[config.mk]
export PLATFORM = sky130hd
export DESIGN_NAME = wb_arbiter
export DESIGN_NICKNAME = d
export VERILOG_FILES = /design/src/rtl/wb_arb_pkg.sv /design/src/rtl/wb_prio_pick.sv /design/src/rtl/wb_arbiter.sv
export SDC_FILE = /design/constraint.sdc
export NUM_CORES = 1
export LEC_CHECK = 0
export CAP_MARGIN = 0
export CELL_PAD_IN_SITES_DETAIL_PLACEMENT = 1
export CELL_PAD_IN_SITES_GLOBAL_PLACEMENT = 1
export CORE_ASPECT_RATIO = 0.5
export CORE_UTILIZATION = 20
export DETAILED_ROUTE_END_ITERATION = 8
export PLACE_DENSITY = 0.8
export SLEW_MARGIN = 5
export SYNTH_ARGS = -nofsm -noshare
export SYNTH_HDL_FRONTEND = slang
export SYNTH_SLANG_ARGS = --single-unit
[constraint.sdc]
create_clock -name clk -period 2.1 [get_ports clk]
set_input_delay 0.42 -clock clk [delete_from_list [all_inputs] [get_ports clk]]
set_output_delay 0.42 -clock clk [all_outputs]
set_load 0.02 [all_outputs]
[src/rtl/wb_arb_pkg.sv]
// Shared constants and helpers for the writeback-source arbiter.
package wb_arb_pkg;

  localparam int SRC_ALU   = 0;
  localparam int SRC_LOAD  = 1;
  localparam int SRC_PC4   = 2;
  localparam int SRC_PCIMM = 3;
  localparam int SRC_IMM   = 4;

  localparam int DEF_STARVE_LIMIT = 4;

  function automatic int sel_w(input int n);
    return $clog2(n);
  endfunction

endpackage

[src/rtl/wb_prio_pick.sv]
// Highest-set-bit picker: reports whether any bit of mask is set and its top index.
module wb_prio_pick
  import wb_arb_pkg::*;
#(
  parameter int N = 5,
  localparam int IW = sel_w(N)
) (
  input  logic [N-1:0]  mask,
  output logic          any,
  output logic [IW-1:0] idx
);

  always_comb begin
    any = |mask;
    idx = '0;
    for (int i = 0; i < N; i++) begin
      if (mask[i]) idx = IW'(i);
    end
  end

endmodule

[src/rtl/wb_arbiter.sv]
// Fixed-priority (highest index wins) writeback arbiter feeding one registered regfile write port.
// Define WB_ARB_AGE_EN to add per-source aging that forces starved sources through.
module wb_arbiter
  import wb_arb_pkg::*;
#(
  parameter int NUM_SRC      = 5,
  parameter int DATA_W       = 32,
  parameter int RD_W         = 5,
  parameter int STARVE_LIMIT = DEF_STARVE_LIMIT,
  localparam int SEL_W = sel_w(NUM_SRC)
) (
  input  logic                      clk,
  input  logic                      rst,
  input  logic [NUM_SRC-1:0]        src_valid,
  input  logic [NUM_SRC*DATA_W-1:0] src_data,
  input  logic [NUM_SRC*RD_W-1:0]   src_rd,
  output logic [NUM_SRC-1:0]        src_ready,
  output logic                      wb_valid,
  output logic [SEL_W-1:0]          wb_sel,
  output logic [DATA_W-1:0]         wb_data,
  output logic [RD_W-1:0]           wb_rd,
  input  logic                      wb_ready
);

  logic                wb_valid_reg;
  logic [SEL_W-1:0]    wb_sel_reg;
  logic [DATA_W-1:0]   wb_data_reg;
  logic [RD_W-1:0]     wb_rd_reg;

  logic                load;
  logic [NUM_SRC-1:0]  req;
  logic                req_any;
  logic [SEL_W-1:0]    req_idx;
  logic                gnt;
  logic [SEL_W-1:0]    gnt_idx;
  logic [DATA_W-1:0]   gnt_data;
  logic [RD_W-1:0]     gnt_rd;

  // Requests are masked during reset so nothing is accepted while rst is high.
  assign load = !wb_valid_reg || wb_ready;
  assign req  = rst ? '0 : src_valid;
  assign gnt  = load && req_any;

  wb_prio_pick #(.N(NUM_SRC)) u_req_pick (
    .mask (req),
    .any  (req_any),
    .idx  (req_idx)
  );

  genvar gi;

`ifdef WB_ARB_AGE_EN
  localparam int AGE_W = $clog2(STARVE_LIMIT + 1);
  localparam logic [AGE_W-1:0] AGE_MAX = AGE_W'(STARVE_LIMIT);

  logic [NUM_SRC-1:0] starved;
  logic               starve_any;
  logic [SEL_W-1:0]   starve_idx;

  generate
    for (gi = 0; gi < NUM_SRC; gi++) begin : g_age
      logic [AGE_W-1:0] age_reg;

      assign starved[gi] = req[gi] && (age_reg == AGE_MAX);

      // Ages only advance on cycles where a grant could have been issued.
      always_ff @(posedge clk) begin
        if (rst || !src_valid[gi]) begin
          age_reg <= '0;
        end else if (gnt && (gnt_idx == SEL_W'(gi))) begin
          age_reg <= '0;
        end else if (load && (age_reg != AGE_MAX)) begin
          age_reg <= age_reg + 1'b1;
        end
      end
    end
  endgenerate

  wb_prio_pick #(.N(NUM_SRC)) u_starve_pick (
    .mask (starved),
    .any  (starve_any),
    .idx  (starve_idx)
  );

  assign gnt_idx = starve_any ? starve_idx : req_idx;
`else
  assign gnt_idx = req_idx;
`endif

  generate
    for (gi = 0; gi < NUM_SRC; gi++) begin : g_ready
      assign src_ready[gi] = gnt && (gnt_idx == SEL_W'(gi));
    end
  endgenerate

  always_comb begin
    gnt_data = '0;
    gnt_rd   = '0;
    for (int i = 0; i < NUM_SRC; i++) begin
      if (gnt_idx == SEL_W'(i)) begin
        gnt_data = src_data[i*DATA_W +: DATA_W];
        gnt_rd   = src_rd[i*RD_W +: RD_W];
      end
    end
  end

  // A grant with rd==0 is consumed but leaves the write port idle.
  always_ff @(posedge clk) begin
    if (rst) begin
      wb_valid_reg <= 1'b0;
      wb_sel_reg   <= '0;
      wb_data_reg  <= '0;
      wb_rd_reg    <= '0;
    end else if (load) begin
      if (gnt && (gnt_rd != '0)) begin
        wb_valid_reg <= 1'b1;
        wb_sel_reg   <= gnt_idx;
        wb_data_reg  <= gnt_data;
        wb_rd_reg    <= gnt_rd;
      end else begin
        wb_valid_reg <= 1'b0;
      end
    end
  end

  assign wb_valid = wb_valid_reg;
  assign wb_sel   = wb_sel_reg;
  assign wb_data  = wb_data_reg;
  assign wb_rd    = wb_rd_reg;

endmodule

Word level (Yosys, flattened, before mapping)
Cells that the tools add are included.
W data, S select, Z words.
{"block": "word_totals", "latchBits": 0, "ff_bits": 41, "memories": 0, "mem_bits_ro": 0, "inputBits": 193, "ramBits": 0}
{"block": "classes", "n_mul": 0, "shift": 0, "n_bitwise": 0, "div": 0, "n_addsub": 0, "magnitude_cmp": 0, "reduce_logical": 13, "eq_ne": 4, "n_mux": 16}
{"operator": "$mux W32", "n": 5}
{"operator": "$mux W5", "n": 6}
{"operator": "$logic_and A1 B1 Y1", "n": 7}
{"operator": "$eq A3 B2 Y1 const B", "n": 2}
{"operator": "$reduce_bool A5 Y1", "n": 1}
{"operator": "$reduce_or A5 Y1", "n": 1}
{"operator": "$mux W2", "n": 2}
{"operator": "$eq A3 B1 Y1 const B", "n": 1}
{"operator": "$eq A3 B3 Y1 const B", "n": 1}
{"operator": "$logic_not A3 Y1", "n": 1}
{"operator": "$mux W3", "n": 1}
{"operator": "$mux W1", "n": 2}
{"operator": "$reduce_and A2 Y1", "n": 1}
{"operator": "$logic_not A1 Y1", "n": 1}
{"operator": "$logic_or A1 B1 Y1", "n": 1}

Depth between registers and ports, before layout
{"block": "logic_depth", "ltp_word": 14, "ltp_mapped": 11}

Hierarchy
A second synthesis with hierarchy kept.
{"block": "hier_totals", "cells_unflattened": 326, "area_unflattened_um2": 3354.5}
{"mod": "wb_arbiter", "seq_area_each_um2": 820.8, "area_per_inst_um2": 3311.9, "cells_each": 318, "instances": 1}
{"mod": "wb_prio_pick", "seq_area_each_um2": 0.0, "area_per_inst_um2": 42.5, "cells_each": 8, "instances": 1}

Worst setup path after synthesis
No wires, ideal clock.
{"block": "synth_timing", "path_kind": "input -> register", "start": "input src_valid[2]", "end": "register wb_data_reg[0] (netlist: wb_data[0])", "setup_time_ns": 0.134, "t_required_ns": 1.966, "arrival_ns": 2.132, "slack_ns": -0.165, "stages": 10, "path_buffers": 3, "cell_sequence": "buf_2 -> nor2b_1 -> o21ai_1 -> a31oi_1 -> or4b_1 -> o21a_1 -> buf_6 -> buf_6 -> o22ai_1 -> o22ai_1"}
{"block": "synth_via", "elab_chain_len": 13}
{"item": "start, declared", "line": "wb_arbiter.sv:14", "rtl": "input logic [NUM_SRC-1:0] src_valid,"}
{"item": "$mux W5 (*)", "line": "wb_arbiter.sv:41", "rtl": "assign req = rst ? '0 : src_valid;"}
{"item": "$mux W2 (2 in series)", "line": "wb_prio_pick.sv:17", "rtl": "if (mask[i]) idx = IW'(i);"}
{"item": "$mux W3", "line": "wb_prio_pick.sv:17"}
{"item": "$logic_not A3 Y1", "line": "wb_arbiter.sv:100", "rtl": "if (gnt_idx == SEL_W'(i)) begin"}
{"item": "$mux W5 (5 in series)", "line": "wb_arbiter.sv:100"}
{"item": "$reduce_bool A5 Y1", "line": "wb_arbiter.sv:115", "rtl": "if (gnt && (gnt_rd != '0)) begin"}
{"item": "$logic_and A1 B1 Y1", "line": "wb_arbiter.sv:115"}
{"item": "$reduce_and A2 Y1 (no line)"}
{"item": "end signal, assigned", "line": "wb_arbiter.sv:118", "rtl": "wb_data_reg <= gnt_data;"}
{"item": "end, declared", "line": "wb_arbiter.sv:27", "rtl": "logic [DATA_W-1:0] wb_data_reg;"}
Every way passes the cells marked *; elsewhere a longest branch is shown, timed or not.
A chain may end at the register's enable or synchronous reset.

Final worst setup path
{"block": "layout_timing", "start": "input rst", "end": "register wb_data_reg[2] (netlist: wb_data[2])"}
{"block": "layout_via", "elab_chain_len": 14}
{"item": "start, declared", "line": "wb_arbiter.sv:13", "rtl": "input logic rst,"}
{"item": "$mux W5", "line": "wb_arbiter.sv:41"}
{"item": "$mux W1", "line": "wb_prio_pick.sv:17"}
{"item": "$mux W2 (2 in series)", "line": "wb_prio_pick.sv:17"}
{"item": "$mux W3", "line": "wb_prio_pick.sv:17"}
{"item": "$logic_not A3 Y1", "line": "wb_arbiter.sv:100"}
{"item": "$mux W5 (5 in series)", "line": "wb_arbiter.sv:100"}
{"item": "$reduce_bool A5 Y1", "line": "wb_arbiter.sv:115"}
{"item": "$logic_and A1 B1 Y1", "line": "wb_arbiter.sv:115"}
{"item": "$reduce_and A2 Y1 (no line)"}
Parallel ways exist; a longest one is shown, timed or not.

==> summary.md <==
| Metric | Value |
|---|---|
| Status | finished, violations left |
| Failing checks | negative setup slack |
| Mapped Cells | 476 |
| Area after DPL | 6030 um^2 |
| Maxcap violations | 0 |
| Die Y | 91.0 um |
| Vias in the first global route | 5532 |
| Drt pass-1 iters | 5 |
| H-Tree Level Count | 2 |
| Starting density of the core | 20.5% |
| Period utilization | 112% |
| Post-synthesis sequential area ratio | 25.9% |
| Worst Setup Start Kind | input pin |
| Worst Setup End Kind | flop |
| CTS Hold Bufs | 0 |
| Crit Path Class | input pin to flop |
| Post-route DRC | 0 |
| Full die area | 16400 um^2 |
| Power per standard cell area | 502 nW/um^2 |
| Main synth FF type | dfxtp_1 |
| 1st-iter DRT viols | 443 |
| GPL Wtd Cong | 0.831 |
| Synth Net Count | 669 |
| Overall Power | 3.68 mW |
| Yosys top cell area share | 25.9% |
| Syn Std Cell Area | 3170 um^2 |
| Share of layout cells above drive strength 1 | 25.9% |
| Sink Count | 41 |
| Fin. Hold Viols | 0 |
| Mean Syn Cell Area | 6.65 um^2 |
| GR Overflow Total | 0 |
| Worst-path cell chain | buf_12 -> buf_8 -> nor2b_2 -> buf_4 -> o21ai_1 -> and4b_2 -> o22ai_4 -> o21a_4 -> buf_6 -> nand2_8 -> buf_16 -> o22ai_2 |
| Critical path required time | 2.33 ns |
| Final std cells w/o fill | 963 |
| Yosys reg bits | 41 |
| Nets | 949 |
| Vias per inst | 5.63 |
| Area grow syn2layout | 132% |
| Avg WL per Cell | 26.3 um |
| Clock slew seen by the registers of the worst setup and hold paths | 0.07 ns |
| Critical Path AT | 2.57 ns |
| FF-to-FF path depth | 8 |
| Worst-margin pin slew | 0.735 ns |
| FFs w/ async S/R, synth | 0% |
| Largest stage delay, worst path | 0.28 ns |
| Detail Placement HPWL | 13300 um |
| CTS tree | yes |
| Fin Clk Skew | 0.0114 ns |
| Via count | 5424 |
| Highest Clock Rate | 427 MHz |
| Top post-synthesis cells by area | dfxtp_1 (26%), o22ai_1 (13%), nor2_1 (8.8%) |
| Port bufs | 238 |
| Number of placed I/O pins | 239 |
| CTS Root Cell | clkbuf_16 |
| Final WL | 25300 um |
| Hold Crit Depth | 1 |
| Maximum VDD drop | 294 uV |
| Cell variety after synth | 42 |
| HP Class | flop to flop |
| Antenna violations before repair | 1 |
| Die W | 180 um |
| Most common cell after layout, fill and taps aside | clkdlybuf4s50_1 |
| Rows | 32 |
| Largest net degree at the start of global routing | 66 |
| Global Route Usage Sum | 25.8% |
| FILL cells | 1763 |
| Max Root-Sink Buffers | 2 |
| P_leak | 2.81 nW |
| Max FFs per register | 32 |
| Post-synth EDFFs | 0 |
| CP max-delay cell | and4b_2 |
| First-pass GRT wire length | 32200 um |
| Unrepaired setup endpoints after global routing | yes |
| Cts bufs inserted | 5 |
| Core ar. | 15500 um^2 |
| Design area | 7340 um^2 |
| Util after Layout | 47.5% |
| Post-route minimum period | 2.34 ns |
| Worst Slack Setup Final | -0.243 ns |
| Finish-stage setup viols | 46 |
| Synth Warn # | 0 |
| Max-slew headroom | 51.0% |
| Total placed cells including tap cells | 918 |
| Slew Limit Fails | 0 |
| Worst-Skew Late Latency | 0.31 ns |
| Antenna-violating nets left | 0 |
| Synth area leader | dfxtp_1 |
| Crit path max fanout | 6 |
| Most frequent cells in the layout | clkdlybuf4s50_1 (209), nor2_1 (72), nand2_1 (72), buf_4 (53), dfxtp_1 (41) |
final timing paths:
kind | endpoint | slack (ns) | from
hold / removal | wb_rd[2] | 0.50 | wb_rd[2]
hold reg to reg | wb_rd[2] | 0.50 | wb_rd[2]
setup reg to reg | wb_data[2] | 0.12 | wb_valid
setup / recovery | wb_data[2] | -0.24 | rst
through the flow:
step | setup WS [ns] | TNS (ns) | hold WS, ns
3_5_place_dp | -0.614 | -24.31 | 0.439
2_1_floorplan | -0.0888 | -2.13 | 0.545
5_1_grt | -0.316 | -10.51 | 0.507
6_report | -0.243 | -7.63 | 0.499
4_1_cts | -0.124 | -1.65 | 0.463
3_3_place_gp | -0.532 | -22.11 | 0.436
power breakdown:
part           switching (mW)  leakage, nW  total, mW  internal, mW
logic                   0.893         2.40       1.91          1.02
clock network           0.375       0.0696      0.812         0.437
registers              0.0862        0.341      0.959         0.873
routing by layer:
metal | wire length, um | part of all wire (%) | vias to the layer above | track usage, %
met2 | 12100 | 48 | 284 | 44.6
met3 | 1360 | 5.4 | 138 | 4.69
met4 | 1910 | 7.6 | 0 | 16.5
li1 | - | - | 2328 | -
met5 | 0 | 0 | - | 0
met1 | 9950 | 39 | 2674 | 29.8
worst max-delay path: cells and delay by family:
family          cells  cell delay (ns)
compound gates      4             0.77
buf+inv             5             0.76
simple gates        3             0.62
cell usage after synthesis, types with 5 or more instances:
master and n:
nand2b_1 6, nand2_1 72, a21oi_1 40, buf_2 8, nor2b_1 9, o21ai_0 10, dfxtp_1 41, clkbuf_1 32
nor3_1 5, o22ai_1 65, a21o_1 5, a211oi_1 31, nor2_1 74, o211ai_1 31
cell families after synthesis:
kind of cell           count (synthesis)  share of synthesized area, %
AOI/OAI and AO/OA                    194                          39.7
and+or+nand+nor                      187                          26.0
buffers and inverters                 52                          7.78
DFF                                   41                          25.9
muxes                                  2                         0.632
what timing repair did:
item / in CTS / in global routing
pin swaps: 34 / 32
resized for setup: 139 / 69
buffers inserted: 22 / 7
cloned: 10 / 2
endpoints found under the setup margin: 46 / 44
cell type report:
cell class	instances	area, um^2	area share [%]
timing repair buffer	324	3390	46.2
multi-input combinational	383	2720	37.1
clock buffer	5	125	1.71
sequential	41	821	11.2
tap	204	255	3.48
clock inverter	3	17.5	0.239
antenna	2	5.00	0.0682
inverter	1	3.75	0.0512
(Power assumes the default switching activity.)
